===== src/rtl/alu_arb_pkg.sv =====
// Shared definitions for the ALU arbiter slice.
// Holds the fixed ALU geometry, the arbiter FSM state encoding and the ALU
// opcode constants. The bench imports the opcodes from here so that stimulus
// and datapath agree on the encoding.
package alu_arb_pkg;

    localparam int ALU_DATA_W = 8;
    localparam int ALU_OP_W   = 4;

    typedef enum logic [1:0] {
        IDLE = 2'd0,
        EXEC = 2'd1,
        RESP = 2'd2
    } state_t;

    localparam logic [ALU_OP_W-1:0] OP_ADD  = 4'd0;
    localparam logic [ALU_OP_W-1:0] OP_SUB  = 4'd1;
    localparam logic [ALU_OP_W-1:0] OP_AND  = 4'd2;
    localparam logic [ALU_OP_W-1:0] OP_OR   = 4'd3;
    localparam logic [ALU_OP_W-1:0] OP_XOR  = 4'd4;
    localparam logic [ALU_OP_W-1:0] OP_SHL  = 4'd5;
    localparam logic [ALU_OP_W-1:0] OP_SHR  = 4'd6;
    localparam logic [ALU_OP_W-1:0] OP_PASS = 4'd7;

endpackage


===== src/rtl/alu_arbiter_alu.sv =====
// ALU: the shared 8-bit combinational ALU.
// Ports:
//   opcode [3:0] - operation select (OP_* constants in alu_arb_pkg)
//   A, B   [7:0] - operands
//   result [7:0] - operation result, overflow truncated to 8 bits
// Undefined opcodes produce zero.
module ALU
    import alu_arb_pkg::*;
(
    input  logic [ALU_OP_W-1:0]   opcode,
    input  logic [ALU_DATA_W-1:0] A,
    input  logic [ALU_DATA_W-1:0] B,
    output logic [ALU_DATA_W-1:0] result
);

    // Pure decode of the opcode; shifts use the low three bits of B as amount.
    always_comb begin
        result = '0;
        case (opcode)
            OP_ADD:  result = A + B;
            OP_SUB:  result = A - B;
            OP_AND:  result = A & B;
            OP_OR:   result = A | B;
            OP_XOR:  result = A ^ B;
            OP_SHL:  result = A << B[2:0];
            OP_SHR:  result = A >> B[2:0];
            OP_PASS: result = A;
            default: result = '0;
        endcase
    end

endmodule


===== src/rtl/alu_arbiter_rr.sv =====
// rr_arbiter: combinational round-robin request selector.
// Ports:
//   req         [NUM_REQ-1:0] - request vector
//   rr_ptr      [ID_W-1:0]    - highest-priority index for this search
//   grant       [NUM_REQ-1:0] - one-hot grant (all zero when no request)
//   grant_idx   [ID_W-1:0]    - encoded index of the granted requester
//   grant_valid               - at least one request present
module rr_arbiter #(
    parameter  int NUM_REQ = 2,
    localparam int ID_W    = $clog2(NUM_REQ)
) (
    input  logic [NUM_REQ-1:0] req,
    input  logic [ID_W-1:0]    rr_ptr,
    output logic [NUM_REQ-1:0] grant,
    output logic [ID_W-1:0]    grant_idx,
    output logic               grant_valid
);

    // One spare bit so rr_ptr + k can be folded back modulo NUM_REQ
    // without wrapping in the narrower index width.
    logic [ID_W:0] pos;
    logic          found;

    // Walk from rr_ptr upward, wrapping, and keep the first request seen.
    always_comb begin
        grant     = '0;
        grant_idx = '0;
        found     = 1'b0;
        pos       = '0;
        for (int k = 0; k < NUM_REQ; k++) begin
            pos = {1'b0, rr_ptr} + (ID_W+1)'(k);
            if (pos >= (ID_W+1)'(NUM_REQ)) begin
                pos = pos - (ID_W+1)'(NUM_REQ);
            end
            if (!found && req[pos[ID_W-1:0]]) begin
                found                 = 1'b1;
                grant[pos[ID_W-1:0]]  = 1'b1;
                grant_idx             = pos[ID_W-1:0];
            end
        end
    end

    assign grant_valid = found;

endmodule


===== src/rtl/alu_arbiter.sv =====
// alu_arbiter: shares one ALU between NUM_REQ valid/ready requesters.
// A round-robin grant is offered only in IDLE; the granted payload is
// captured, executed for one cycle, and the result is returned on the
// response channel tagged with the requester index.
// Ports:
//   clk, rst_n             - clock, synchronous active-low reset
//   req_valid/req_ready    - per-requester command handshake
//   req_opcode/req_a/req_b - packed per-requester payloads, slice i = requester i
//   rsp_valid/rsp_ready    - response handshake
//   rsp_data, rsp_id       - registered ALU result and served requester index
//   op_count [15:0]        - saturating response counter, only present when
//                            ALU_ARBITER_STATS_EN is defined
// DATA_W and OP_W must equal the ALU geometry (8 and 4).
module alu_arbiter
    import alu_arb_pkg::*;
#(
    parameter int NUM_REQ = 2,
    parameter int DATA_W  = ALU_DATA_W,
    parameter int OP_W    = ALU_OP_W
) (
    input  logic                        clk,
    input  logic                        rst_n,
    input  logic [NUM_REQ-1:0]          req_valid,
    output logic [NUM_REQ-1:0]          req_ready,
    input  logic [NUM_REQ*OP_W-1:0]     req_opcode,
    input  logic [NUM_REQ*DATA_W-1:0]   req_a,
    input  logic [NUM_REQ*DATA_W-1:0]   req_b,
    output logic                        rsp_valid,
    input  logic                        rsp_ready,
    output logic [DATA_W-1:0]           rsp_data,
    output logic [$clog2(NUM_REQ)-1:0]  rsp_id
`ifdef ALU_ARBITER_STATS_EN
    ,
    output logic [15:0]                 op_count
`endif
);

    localparam int ID_W = $clog2(NUM_REQ);

    state_t              state_q, state_d;
    logic [ID_W-1:0]     rr_ptr_q, rr_ptr_d;
    logic [OP_W-1:0]     opcode_q, opcode_d;
    logic [DATA_W-1:0]   a_q, a_d;
    logic [DATA_W-1:0]   b_q, b_d;
    logic [ID_W-1:0]     id_q, id_d;
    logic [DATA_W-1:0]   rsp_data_q, rsp_data_d;
    logic [ID_W-1:0]     rsp_id_q, rsp_id_d;

    logic [NUM_REQ-1:0]  grant;
    logic [ID_W-1:0]     grant_idx;
    logic                grant_valid;
    logic [DATA_W-1:0]   alu_result;

    rr_arbiter #(.NUM_REQ(NUM_REQ)) u_rr (
        .req         (req_valid),
        .rr_ptr      (rr_ptr_q),
        .grant       (grant),
        .grant_idx   (grant_idx),
        .grant_valid (grant_valid)
    );

    // The ALU only ever sees captured operands, so requester payloads may
    // change freely once their handshake has completed.
    ALU u_alu (
        .opcode (opcode_q),
        .A      (a_q),
        .B      (b_q),
        .result (alu_result)
    );

    // Next-state and handshake logic. A grant in IDLE is also the accept,
    // because the grant is only offered to a requester that is valid.
    always_comb begin
        state_d    = state_q;
        rr_ptr_d   = rr_ptr_q;
        opcode_d   = opcode_q;
        a_d        = a_q;
        b_d        = b_q;
        id_d       = id_q;
        rsp_data_d = rsp_data_q;
        rsp_id_d   = rsp_id_q;
        req_ready  = '0;
        case (state_q)
            IDLE: begin
                req_ready = grant;
                if (grant_valid) begin
                    opcode_d = req_opcode[grant_idx*OP_W +: OP_W];
                    a_d      = req_a[grant_idx*DATA_W +: DATA_W];
                    b_d      = req_b[grant_idx*DATA_W +: DATA_W];
                    id_d     = grant_idx;
                    state_d  = EXEC;
                end
            end
            EXEC: begin
                rsp_data_d = alu_result;
                rsp_id_d   = id_q;
                state_d    = RESP;
            end
            RESP: begin
                // Priority moves just past the requester that was served.
                if (rsp_ready) begin
                    rr_ptr_d = (id_q == ID_W'(NUM_REQ-1)) ? '0 : id_q + 1'b1;
                    state_d  = IDLE;
                end
            end
            default: state_d = IDLE;
        endcase
    end

    // State and datapath registers; reset drops any in-flight operation.
    always_ff @(posedge clk) begin
        if (!rst_n) begin
            state_q    <= IDLE;
            rr_ptr_q   <= '0;
            opcode_q   <= '0;
            a_q        <= '0;
            b_q        <= '0;
            id_q       <= '0;
            rsp_data_q <= '0;
            rsp_id_q   <= '0;
        end else begin
            state_q    <= state_d;
            rr_ptr_q   <= rr_ptr_d;
            opcode_q   <= opcode_d;
            a_q        <= a_d;
            b_q        <= b_d;
            id_q       <= id_d;
            rsp_data_q <= rsp_data_d;
            rsp_id_q   <= rsp_id_d;
        end
    end

    assign rsp_valid = (state_q == RESP);
    assign rsp_data  = rsp_data_q;
    assign rsp_id    = rsp_id_q;

`ifdef ALU_ARBITER_STATS_EN
    logic [15:0] op_count_q, op_count_d;

    // Counts completed responses and sticks at the maximum value.
    always_comb begin
        op_count_d = op_count_q;
        if (state_q == RESP && rsp_ready && op_count_q != 16'hFFFF) begin
            op_count_d = op_count_q + 16'd1;
        end
    end

    always_ff @(posedge clk) begin
        if (!rst_n) begin
            op_count_q <= '0;
        end else begin
            op_count_q <= op_count_d;
        end
    end

    assign op_count = op_count_q;
`endif

endmodule


===== config.mk =====
export PLATFORM = sky130hd
export DESIGN_NAME = alu_arbiter
export DESIGN_NICKNAME = d
export VERILOG_FILES = /design/src/rtl/alu_arb_pkg.sv /design/src/rtl/alu_arbiter_alu.sv /design/src/rtl/alu_arbiter_rr.sv /design/src/rtl/alu_arbiter.sv
export SDC_FILE = /design/constraint.sdc
export NUM_CORES = 1
export LEC_CHECK = 0
export BUFFER_PORTS_ARGS = -buffer_cell sky130_fd_sc_hd__buf_4
export CORE_UTILIZATION = 40
export CTS_BUF_LIST = sky130_fd_sc_hd__clkbuf_8
export CTS_CLUSTER_SIZE = 24
export DETAILED_ROUTE_END_ITERATION = 16
export PLACE_DENSITY = 0.69
export SYNTH_ARGS = -nofsm -noshare
export SYNTH_HDL_FRONTEND = slang
export SYNTH_SLANG_ARGS = --single-unit

===== constraint.sdc =====
create_clock -name clk -period 3.3 [get_ports clk]
set_input_delay 0 -clock clk [delete_from_list [all_inputs] [get_ports clk]]
set_output_delay 0 -clock clk [all_outputs]
set_load 0.005 [all_outputs]

==> results of run 1 <==
-- layer usage --
metal / vias up / track usage (%) / share of wire (%)
met5: - / 0 / 0
met4: 0 / 6.89 / 1.7
met3: 19 / 4.20 / 5.8
met2: 105 / 38.5 / 47
met1: 1285 / 29.4 / 45
li1: 1316 / - / -
-- cells by family after synthesis --
logic type | after synthesis
simple gates | 86
fa+ha+maj | 26
compound gates | 87
mux | 40
xor+xnor | 12
buf+inv | 47
flops | 33
-- stage by stage --
step | util [%] | worst slack (ns) | area [µm²] | hold WS, ns
detailed placement | 48.1 | 0.393 | 3470 | 0.275
floorplan | - | 0.673 | 2980 | 0.0555
global placement | 48.1 | 0.558 | 3470 | 0.273
finish | 49.5 | 0.323 | 3570 | 0.0411
global route | 49.5 | 0.155 | 3570 | 0.0700
CTS | 49.5 | 0.360 | 3570 | 0.0434
-- worst max-delay path by stage --
stage	from	end	slack, ns	depth (start not counted)
floorplan	b_q[0]$_SDFFE_PN0P_	rsp_data[5]$_SDFFE_PN0N_	0.67	13
global placement	opcode_q[1]$_SDFFE_PN0P_	rsp_data[5]$_SDFFE_PN0N_	0.56	11
detailed placement	opcode_q[1]$_SDFFE_PN0P_	rsp_data[5]$_SDFFE_PN0N_	0.39	11
CTS	opcode_q[1]$_SDFFE_PN0P_	rsp_data[5]$_SDFFE_PN0N_	0.36	11
global route	opcode_q[1]$_SDFFE_PN0P_	rsp_data[5]$_SDFFE_PN0N_	0.16	11
finish	opcode_q[1]$_SDFFE_PN0P_	rsp_data[5]$_SDFFE_PN0N_	0.32	11
-- area by class of cell --
| class | count | area [µm²] |
|---|---|---|
| Clock buffer | 5 | 68.8 |
| Clock inverter | 3 | 17.5 |
| Fill cell | 731 | 3650 |
| Inverter | 23 | 86.3 |
| Multi-Input combinational cell | 251 | 2120 |
| Sequential cell | 33 | 661 |
| Tap cell | 99 | 124 |
| Timing Repair Buffer | 65 | 490 |
-- registers in the layout (all words and copies together), names as in the netlist --
name and count:
b_q 8, state_q 2, rsp_data 8, opcode_q 4, rsp_id 1, rr_ptr_q 1
a_q 8, id_q 1
-- tightest hold or removal path: cells and delay by family --
family                 cells  cell delay [ns]
AOI/OAI and AO/OA          1             0.13
buffers and inverters      1             0.07
muxes                      1             0.05
and+or+nand+nor            1             0.06
-- report_power, final --
group,internal [mW],leakage (nW),switching (mW)
registers,0.442,0.272,0.0699
clock network,0.145,0.0439,0.164
logic,0.366,1.44,0.376
total,0.953,1.76,0.609
-- placed cells by master (no fill, tap or decap), types with 2 or more instances in the layout --
cell,n
sky130_fd_sc_hd__nand2b_1,7
sky130_fd_sc_hd__a21oi_1,7
sky130_fd_sc_hd__a21boi_0,2
sky130_fd_sc_hd__o21a_1,4
sky130_fd_sc_hd__a31oi_1,5
sky130_fd_sc_hd__nor2_1,11
sky130_fd_sc_hd__buf_4,64
sky130_fd_sc_hd__inv_1,23
sky130_fd_sc_hd__nand3b_1,2
sky130_fd_sc_hd__o221ai_1,2
sky130_fd_sc_hd__mux2i_1,29
sky130_fd_sc_hd__a222oi_1,3
sky130_fd_sc_hd__xnor2_1,11
sky130_fd_sc_hd__o211a_1,20
sky130_fd_sc_hd__mux2_2,2
sky130_fd_sc_hd__mux4_1,6
sky130_fd_sc_hd__o21ai_0,11
sky130_fd_sc_hd__dfxtp_1,33
sky130_fd_sc_hd__and2_1,2
sky130_fd_sc_hd__nor2b_1,9
sky130_fd_sc_hd__nor3b_1,2
sky130_fd_sc_hd__clkbuf_8,5
sky130_fd_sc_hd__a22o_1,5
sky130_fd_sc_hd__a221oi_1,5
sky130_fd_sc_hd__nor3_1,4
sky130_fd_sc_hd__or2_2,2
sky130_fd_sc_hd__clkinv_2,2
sky130_fd_sc_hd__a22oi_1,6
sky130_fd_sc_hd__mux4_2,3
sky130_fd_sc_hd__a32oi_1,3
sky130_fd_sc_hd__nand2_1,36
sky130_fd_sc_hd__o211ai_1,2
sky130_fd_sc_hd__ha_1,25
-- timing repair --
item,CTS,global route
hold buffers,1,0
endpoints found under the setup margin,0,0
buffers inserted,0,0
hold endpoints to repair,1,0
gates resized for setup,0,0
-- synthesized netlist by cell type, types with 2 or more instances --
| library cell | number |
|---|---|
| sky130_fd_sc_hd__buf_2 | 8 |
| sky130_fd_sc_hd__nand2_1 | 36 |
| sky130_fd_sc_hd__nand3b_1 | 2 |
| sky130_fd_sc_hd__a31oi_1 | 5 |
| sky130_fd_sc_hd__nor3_1 | 4 |
| sky130_fd_sc_hd__a221oi_1 | 5 |
| sky130_fd_sc_hd__o21ai_0 | 11 |
| sky130_fd_sc_hd__clkbuf_1 | 13 |
| sky130_fd_sc_hd__ha_1 | 25 |
| sky130_fd_sc_hd__o21a_1 | 4 |
| sky130_fd_sc_hd__mux2_2 | 2 |
| sky130_fd_sc_hd__o211a_1 | 20 |
| sky130_fd_sc_hd__a32oi_1 | 3 |
| sky130_fd_sc_hd__and2_1 | 2 |
| sky130_fd_sc_hd__or2_2 | 2 |
| sky130_fd_sc_hd__mux2i_1 | 29 |
| sky130_fd_sc_hd__a22o_1 | 5 |
| sky130_fd_sc_hd__mux4_2 | 3 |
| sky130_fd_sc_hd__a22oi_1 | 6 |
| sky130_fd_sc_hd__a21boi_0 | 2 |
| sky130_fd_sc_hd__nor2_1 | 11 |
| sky130_fd_sc_hd__o221ai_1 | 2 |
| sky130_fd_sc_hd__mux4_1 | 6 |
| sky130_fd_sc_hd__a21oi_1 | 7 |
| sky130_fd_sc_hd__a222oi_1 | 3 |
| sky130_fd_sc_hd__nand2b_1 | 7 |
| sky130_fd_sc_hd__buf_6 | 2 |
| sky130_fd_sc_hd__inv_1 | 23 |
| sky130_fd_sc_hd__xnor2_1 | 11 |
| sky130_fd_sc_hd__dfxtp_1 | 33 |
| sky130_fd_sc_hd__o211ai_1 | 2 |
| sky130_fd_sc_hd__nor2b_1 | 9 |
| sky130_fd_sc_hd__nor3b_1 | 2 |
==> implementation parameters, run 1 <==
Parameter                              Value

Yosys
  Syn. warnings    0
  Number of flops mapped to enable cells by yosys    0
  Async set-reset flop share out of synthesis    0%
  Combinational family with the most area after synthesis    compound AO/OA/AOI/OAI gates
  Synth top area share    22.1%
  Synthesized net count    402
  Post-Syn Area per Cell    9.01 µm²
  Post-synthesis cell type count    59
  Cell area after synthesis    2980 µm²
  Fraction of synthesized area in multiplexers    18.0%
  Synthesized-area fraction occupied by xor and xnor cells    3.52%
  Sequential share of the synthesized area    22.1%
  Main flop type after synthesis    sky130_fd_sc_hd__dfxtp_1
  Number of synthesized register bits    33
  Adder and majority cell fraction of the synthesized area    11.2%
  Synthesized-area fraction occupied by and/or/nand/nor cells    15.2%
  Post-synthesis compound-gate area fraction    23.0%
  Largest cells by area after synthesis    sky130_fd_sc_hd__dfxtp_1 (22%), sky130_fd_sc_hd__ha_1 (10%), sky130_fd_sc_hd__mux2i_1 (9.7%)
  Cell count after synthesis    331
  Top cell type by total area after synthesis    sky130_fd_sc_hd__dfxtp_1

Worst setup path
  Element type at the critical path start    register
  FF-to-FF setup slack    0.32 ns
  Arrival time reported for the critical path endpoint    3.16 ns
  Crit Path Max Fanout    8
  Path type of the worst setup path    register to register
  Worst R2R Start    opcode_q[1]$_SDFFE_PN0P_
  FF-to-FF End    rsp_data[5]$_SDFFE_PN0N_
  Category of the worst setup path capture point    register
  Data required time of the worst path    3.48 ns
  Slowest-stage cell, CP    sky130_fd_sc_hd__mux2_2
  Family of cells with the greatest summed delay on the critical path    simple AND/OR/NAND/NOR gates
  Ordered cell list for the critical path    nor3_4 -> and2_0 -> mux2_2 -> inv_1 -> ha_1 -> nor2b_1 -> o2111ai_1 -> nand3b_1 -> xnor2_1 -> nor2_1 -> o311a_1
  Buffers & Inverters on Critical Path    1
  Largest stage delay on the critical path    0.42 ns
  Reg2Reg Depth    11

Global route
  First-pass GRT wire length    13400 µm
  Overall fraction of global-route tracks in use    22.8%
  Initial antenna violation count    0
  Pin count of the biggest net entering global routing    43
  Global route overflow    0
  Via count of the first global-routing pass    2673

Clocking
  Deepest clock path buffer count    2
  Clock-pin slew on the worst setup and hold paths    0.07 ns
  Number of buffers inserted during clock tree synthesis    5
  Number of sinks handled by clock tree synthesis    33
  Clock tree from TritonCTS    done
  Insertion delay to the later sink of the worst-skew pair    0.30 ns
  Clock root buffer    sky130_fd_sc_hd__clkbuf_8
  Number of levels in the clock H-tree    2

Placement
  Last weighted congestion value of the routability-driven placer    0.944
  Half-perimeter wire length of the detailed placement result    6010 µm
  DP Cell Count    470
  Port Buffers    56

Power
  Power density of the placed cells    438 nW/µm²
  Maximum resistive drop on vdd    0.000211 V
  Post-layout total power    1.56 mW
  P_leak    1.76 nW

STA
  Transition time at the pin with the least slew margin    0.869 ns
  Final Slew Violations    0
  Total negative slack    0 ns
  Setup Skew    0.00668 ns
  Number of failing setup endpoints in the final timing report    0
  Relative slew slack    42.0%
  Period Utilization, post-route    90.2%
  Achievable frequency    0.336 GHz
  Unrepaired setup endpoints after global routing    no
  Post-layout min period    2.98 ns
  Fin. Hold Viols    0

Finish
  Growth of design area from synthesis to finish    19.6%
  Non-filler cells in the finished layout    479
  Fraction of final layout cells sized beyond drive strength 1    22.4%
  Antenna diode count    0
  Net total in the final layout    450

Drt
  Count of routing violations after the opening detailed-route iteration    254
  Detail Route Antenna Nets    0
  Detailed-route wire length per cell    16.9 µm
  First drt pass iteration count    5
  Wirelength, routed    8110 µm
  Via total after detailed routing    2725
  Remaining routing DRC violations    0
  Avg Vias per Cell    5.69

Floorplan
  Area of the die    7810 µm²
  Core footprint    7210 µm²
  Die boundary width    88.4 µm
  Row count    31
  Chip height    88.4 µm
  Count of pins on the block boundary    57
  Initial standard-cell utilization of the core    41.3%

Min path
  Start point of the worst hold path    req_a[15]
  Cell depth of the worst min-delay path    4
  Type of the worst min-delay path    primary input to register
  End point of the worst hold path    a_q[7]$_SDFFE_PN0P_

Job
  Max-Cap Viols    0

Outcome
  Status    completed
Note: power is estimated with default switching activity, not from simulation.
==> run 2: changes to the inputs <==
Settings changed: HOLD_SLACK_MARGIN from default to 0.08.
Clock period 3.3 ns to 2.88 ns, I/O delays scaled along.
==> run 2 against run 1 <==
Count of clock-buffer cells in the layout increased by 1. Sequential power increased by 15%. Final cell count increased by 7.5%. Via count increased by 5.6%. Maximum frequency increased by 13%. First-iteration DRC count decreased by 18%. Critical path depth decreased by 2. Utilization increased by 5.3 points. Combinational power increased by 22%. Sequential share of layout area decreased by 1.8 points. Critical endpoint is now rsp_data[2]$_SDFFE_PN0N_. Largest power group unchanged.
==> implementation parameters, run 2 (synthesis results as in run 1) <==
Parameter                              Value

Worst setup path
  Path type of the worst setup path    register to register
  Largest stage delay on the critical path    0.44 ns (+0.02 ns)
  Arrival time reported for the critical path endpoint    2.81 ns (-0.35 ns)
  FF-to-FF setup slack    0.24 ns (-0.08 ns)
  Category of the worst setup path capture point    register
  Ordered cell list for the critical path    nor3_4 -> and2_0 -> mux2_2 -> fa_1 -> xnor2_1 -> a32oi_1 -> o311ai_0 -> a221oi_1 -> o21ai_0
  Slowest-stage cell, CP    sky130_fd_sc_hd__fa_1
  Reg2Reg Depth    9 (-2)
  Crit Path Max Fanout    8 (unchanged)
  Element type at the critical path start    register
  FF-to-FF End    rsp_data[2]$_SDFFE_PN0N_
  Worst R2R Start    opcode_q[1]$_SDFFE_PN0P_
  Data required time of the worst path    3.05 ns (-0.43 ns)

Power
  Power density of the placed cells    494 nW/µm² (+13%)
  P_leak    1.93 nW (+9.8%)
  Post-layout total power    1.95 mW (+25%)
  Maximum resistive drop on vdd    0.000251 V (+19%)

Clocking
  Clock tree from TritonCTS    done
  Number of buffers inserted during clock tree synthesis    5 (unchanged)
  Number of sinks handled by clock tree synthesis    33 (unchanged)
  Clock root buffer    sky130_fd_sc_hd__clkbuf_8
  Count of instances resized after the clock tree is built    0 (unchanged)
  Insertion delay to the later sink of the worst-skew pair    0.29 ns (about the same)
  Deepest clock path buffer count    2 (unchanged)
  Clock-pin slew on the worst setup and hold paths    0.07 ns (about the same)
  Number of levels in the clock H-tree    2 (unchanged)

STA
  Total negative slack    0 ns (unchanged)
  Smallest hold slack    0.0752 ns (+0.0341 ns)
  Achievable frequency    0.379 GHz (+13%)
  Fin. Hold Viols    0 (unchanged)
  Relative slew slack    53.4% (+11 points)
  Period Utilization, post-route    91.7% (+1.5 points)
  Final Slew Violations    0 (unchanged)
  Setup Skew    0.0113 ns (+0.00461 ns)
  Unrepaired setup endpoints after global routing    no
  Transition time at the pin with the least slew margin    0.697 ns (-0.172 ns)
  Number of failing setup endpoints in the final timing report    0 (unchanged)
  Post-layout min period    2.64 ns (-0.336 ns)

Min path
  Type of the worst min-delay path    primary input to register
  Start point of the worst hold path    req_b[1]
  Cell depth of the worst min-delay path    4 (unchanged)
  End point of the worst hold path    b_q[1]$_SDFFE_PN0P_

Finish
  Growth of design area from synthesis to finish    32.5%
  Top library cells by usage in the layout, fill and taps aside    sky130_fd_sc_hd__buf_4 (67), sky130_fd_sc_hd__nand2_1 (36), sky130_fd_sc_hd__dlygate4sd3_1 (34)
  Net total in the final layout    486 (+8.0%)
  Fraction of final layout cells sized beyond drive strength 1    20.9% (-1.5 points)
  Number of fillers in the final layout    671 (-8.2%)
  Antenna diode count    0 (unchanged)
  Most frequent standard cell in the layout excluding fill and tap cells    sky130_fd_sc_hd__buf_4

Drt
  Detail Route Antenna Nets    0 (unchanged)
  Wirelength, routed    8640 µm (+6.6%)
  Detailed-route wire length per cell    16.8 µm (-0.89%)
  Avg Vias per Cell    5.59 (-1.8%)
  Via total after detailed routing    2877 (+5.6%)
  Remaining routing DRC violations    0 (unchanged)
  First drt pass iteration count    7 (+2)
  Count of routing violations after the opening detailed-route iteration    208 (-18%)

Placement
  Last weighted congestion value of the routability-driven placer    0.923 (-2.2%)
  Port Buffers    56 (unchanged)
  Half-perimeter wire length of the detailed placement result    6000 µm (about the same)

Floorplan
  Row count    31 (unchanged)
  Count of pins on the block boundary    57 (unchanged)
  Core footprint    7210 µm² (unchanged)
  Die boundary width    88.4 µm (unchanged)
  Initial standard-cell utilization of the core    41.3% (unchanged)
  Area of the die    7810 µm² (unchanged)
  Chip height    88.4 µm (unchanged)

Global route
  Initial antenna violation count    0 (unchanged)
  Via count of the first global-routing pass    2889 (+8.1%)
  Pin count of the biggest net entering global routing    43 (unchanged)
  First-pass GRT wire length    14100 µm (+5.0%)
  Global route overflow    0 (unchanged)
  Overall fraction of global-route tracks in use    24.0% (+1.2 points)

Job
  Max-Cap Viols    0 (unchanged)

Outcome
  Status    completed
[run 2: worst max path at each step]
stage                                   from                        to  slack, ns  depth (start not counted)
finish              opcode_q[1]$_SDFFE_PN0P_  rsp_data[2]$_SDFFE_PN0N_       0.24                          9
global route        opcode_q[1]$_SDFFE_PN0P_  rsp_data[2]$_SDFFE_PN0N_       0.06                          9
CTS                 opcode_q[1]$_SDFFE_PN0P_  rsp_data[2]$_SDFFE_PN0N_       0.16                          9
detailed placement  opcode_q[1]$_SDFFE_PN0P_  rsp_data[2]$_SDFFE_PN0N_       0.19                          9
global placement    opcode_q[1]$_SDFFE_PN0P_  rsp_data[2]$_SDFFE_PN0N_       0.30                          9
floorplan                b_q[0]$_SDFFE_PN0P_  rsp_data[5]$_SDFFE_PN0N_       0.25                         13
[run 2: power breakdown]
group	total, mW	switching, mW	internal (mW)
registers	0.589	0.0822	0.507
logic	0.907	0.443	0.464
clock network	0.457	0.179	0.279
[run 2: metrics by stage]
stage | util (%) | cells | setup slack, ns | instance area (µm²)
3_3_place_gp | 48.3 | 472 | 0.297 | 3490
2_1_floorplan | - | 331 | 0.253 | 2980
5_1_grt | 54.8 | 515 | 0.0637 | 3950
3_5_place_dp | 48.3 | 472 | 0.191 | 3490
4_1_cts | 54.7 | 514 | 0.157 | 3940
6_report | 54.8 | 515 | 0.239 | 3950
[run 2: cell type report]
class	instances	area [µm²]	share of cell area (%)
sequential	33	661	16.7
multi-input combinational	251	2120	53.7
timing repair buffer	101	843	21.3
tap	99	124	3.13
clock inverter	2	33.8	0.855
clock buffer	6	82.6	2.09
inverter	23	86.3	2.18
[run 2: layer usage]
layer / vias up / share of wire, % / wire length (µm) / track usage (%)
met1: 1376 / 43 / 3750 / 30.1
met5: - / 0 / 0 / 0
met4: 0 / 2.1 / 185 / 7.77
li1: 1386 / - / - / -
met3: 17 / 6.2 / 537 / 4.76
met2: 98 / 48 / 4160 / 41.2
[run 2: what timing repair did]
action / CTS / global route
hold endpoints to repair: 19 / 0
endpoints found under the setup margin: 0 / 3
hold buffers: 34 / 0
buffers inserted: 0 / 1
[run 2: critical path, delay by kind of cell (launching register included)]
| kind | cells | cell delay [ns] |
|---|---|---|
| AND/OR/NAND/NOR | 2 | 0.41 |
| XOR/XNOR | 1 | 0.15 |
| adder cells (fa/ha/maj) | 1 | 0.44 |
| multiplexers | 1 | 0.38 |
| flip-flops | 1 | 0.42 |
| AO/OA/AOI/OAI | 4 | 0.71 |
==> run 3: changes to the inputs <==
Clock period 2.88 ns to 3.2 ns, I/O delays scaled along.
==> run 3 against run 2 <==
Combinational power decreased by 11%. Power is 14% lower. Clock power is 23% lower. Register-to-register slack improved by 0.16 ns. Highest routed layer unchanged. Final area down 2.4%. Largest power group unchanged. Via count rose by 0.31%. First-iteration DRC count grew 33%. Hold slack improved by 0.00086 ns.
==> implementation parameters, run 3 (synthesis results as in run 1) <==
Parameter                              Value

Placement
  DP Cell Count    473 (+0.21%)
  Half-perimeter wire length of the detailed placement result    5980 µm (-0.33%)
  Port Buffers    56 (unchanged)
  Worst slack at placement    0.431 ns (+0.240 ns)
  Instance area at placement    3490 µm² (+0.22%)
  Last weighted congestion value of the routability-driven placer    0.877 (-5.0%)

Drt
  Detailed-route wire length per cell    16.6 µm (-1.1%)
  Avg Vias per Cell    5.69 (+1.9%)
  Wirelength, routed    8410 µm (-2.7%)
  Via total after detailed routing    2886 (+0.31%)
  Count of routing violations after the opening detailed-route iteration    277 (+33%)
  First drt pass iteration count    7 (unchanged)
  Remaining routing DRC violations    0 (unchanged)
  Detail Route Antenna Nets    0 (unchanged)

Global route
  Global route overflow    0 (unchanged)
  Pin count of the biggest net entering global routing    43 (unchanged)
  Initial antenna violation count    0 (unchanged)
  Via count of the first global-routing pass    2807 (-2.8%)
  Overall fraction of global-route tracks in use    23.0% (-1.0 points)
  First-pass GRT wire length    13600 µm (-3.2%)

Job
  Max-Cap Viols    0 (unchanged)

Clocking
  Number of levels in the clock H-tree    2 (unchanged)
  Insertion delay to the later sink of the worst-skew pair    0.29 ns (about the same)
  Count of instances resized after the clock tree is built    0 (unchanged)
  Clock tree from TritonCTS    done
  Deepest clock path buffer count    2 (unchanged)
  Clock root buffer    sky130_fd_sc_hd__clkbuf_8
  Number of sinks handled by clock tree synthesis    33 (unchanged)
  Clock-pin slew on the worst setup and hold paths    0.07 ns (about the same)
  Number of buffers inserted during clock tree synthesis    5 (unchanged)

Worst setup path
  Worst R2R Start    opcode_q[3]$_SDFFE_PN0P_
  Crit Path Max Fanout    7 (-1)
  Data required time of the worst path    3.37 ns (+0.32 ns)
  Reg2Reg Depth    9 (unchanged)
  FF-to-FF End    rsp_data[2]$_SDFFE_PN0N_
  Category of the worst setup path capture point    register
  Element type at the critical path start    register
  Path type of the worst setup path    register to register
  Arrival time reported for the critical path endpoint    2.97 ns (+0.16 ns)
  FF-to-FF setup slack    0.40 ns (+0.16 ns)

Finish
  Area of the multi-input gates    2120 µm² (unchanged)
  Non-filler cells in the finished layout    507 (-1.6%)
  Growth of design area from synthesis to finish    29.3%
  Most frequent standard cell in the layout excluding fill and tap cells    sky130_fd_sc_hd__buf_4
  Fraction of final layout cells sized beyond drive strength 1    21.6% (+0.66 points)
  Finished Cell Area    3860 µm² (-2.4%)
  Utilization of the core after routing    53.5% (-1.3 points)
  Net total in the final layout    478 (-1.6%)
  Number of fillers in the final layout    693 (+3.3%)
  Combined flip-flop and latch cell area    661 µm² (unchanged)
  Antenna diode count    0 (unchanged)
  Top library cells by usage in the layout, fill and taps aside    sky130_fd_sc_hd__buf_4 (67), sky130_fd_sc_hd__nand2_1 (36), sky130_fd_sc_hd__dfxtp_1 (33)

STA
  Number of failing setup endpoints in the final timing report    0 (unchanged)
  Unrepaired setup endpoints after global routing    no
  Smallest hold slack    0.0761 ns (+0.000855 ns)
  Worst path setup slack after routing    0.397 ns (+0.158 ns)
  Final Slew Violations    0 (unchanged)
  Relative slew slack    60.0% (+6.5 points)
  Fin. Hold Viols    0 (unchanged)
  Period Utilization, post-route    87.6% (-4.1 points)
  Transition time at the pin with the least slew margin    0.598 ns (-0.0989 ns)
  Total negative slack    0 ns (unchanged)
  Post-layout min period    2.80 ns (+0.162 ns)
  Setup Skew    0.00473 ns (-0.00656 ns)
  Achievable frequency    0.357 GHz (-5.8%)

Min path
  Cell depth of the worst min-delay path    4 (unchanged)
  Start point of the worst hold path    req_opcode[4]
  Type of the worst min-delay path    primary input to register
  End point of the worst hold path    opcode_q[0]$_SDFFE_PN0P_

Floorplan
  Initial standard-cell utilization of the core    41.3% (unchanged)
  Die boundary width    88.4 µm (unchanged)
  Area of the die    7810 µm² (unchanged)
  Count of pins on the block boundary    57 (unchanged)
  Core footprint    7210 µm² (unchanged)
  Row count    31 (unchanged)
  Chip height    88.4 µm (unchanged)

Power
  Power density of the placed cells    436 nW/µm² (-12%)
  Post-layout total power    1.68 mW (-14%)
  Maximum resistive drop on vdd    0.000257 V (+2.4%)
  P_leak    1.89 nW (-2.1%)

Outcome
  Status    completed
-- run 3: cell type report --
type	count	share of cell area [%]
clock inverter	1	0.130
clock buffer	7	2.50
tap	99	3.21
inverter	23	2.24
sequential	33	17.1
timing repair buffer	93	19.8
multi-input combinational	251	55.0
-- run 3: worst max path at each step --
stage | depth (start not counted) | to | slack, ns | from
after detailed placement | 11 | rsp_data[5]$_SDFFE_PN0N_ | 0.43 | opcode_q[3]$_SDFFE_PN0P_
after CTS | 11 | rsp_data[5]$_SDFFE_PN0N_ | 0.41 | opcode_q[3]$_SDFFE_PN0P_
after floorplan | 13 | rsp_data[5]$_SDFFE_PN0N_ | 0.57 | b_q[0]$_SDFFE_PN0P_
after global placement | 11 | rsp_data[5]$_SDFFE_PN0N_ | 0.53 | opcode_q[3]$_SDFFE_PN0P_
final | 9 | rsp_data[2]$_SDFFE_PN0N_ | 0.40 | opcode_q[3]$_SDFFE_PN0P_
after global routing | 9 | rsp_data[2]$_SDFFE_PN0N_ | 0.23 | opcode_q[3]$_SDFFE_PN0P_
-- run 3: timing repair --
| item | 4_1_cts | 5_1_grt |
|---|---|---|
| endpoints found under the hold margin | 15 | 0 |
| setup buffers | 0 | 0 |
| hold buffers | 26 | 0 |
| endpoints found under the setup margin | 0 | 0 |
-- run 3: worst max-delay path, cell delays in order, from the launching register on --
cell                       delay, ns
sky130_fd_sc_hd__dfxtp_1        0.34
sky130_fd_sc_hd__nor3_4         0.32
sky130_fd_sc_hd__and2_0         0.38
sky130_fd_sc_hd__mux2_2         0.42
sky130_fd_sc_hd__fa_1           0.44
sky130_fd_sc_hd__xnor2_1        0.15
sky130_fd_sc_hd__a32oi_1        0.14
sky130_fd_sc_hd__o311ai_0       0.14
sky130_fd_sc_hd__a221oi_1       0.25
sky130_fd_sc_hd__o21ai_0        0.11
-- run 3: where the power goes --
group / switching (mW) / internal (mW) / leakage (nW)
clock: 0.156 / 0.194 / 0.0542
sequential: 0.0693 / 0.456 / 0.272
combinational: 0.399 / 0.408 / 1.56
-- run 3: metal layers --
layer | vias up | GRT usage, % | wire length (µm)
li1 | 1372 | - | -
met1 | 1366 | 29.4 | 3680
met2 | 129 | 38.7 | 4010
met3 | 19 | 4.57 | 566
met4 | 0 | 7.33 | 161
met5 | - | 0 | 0
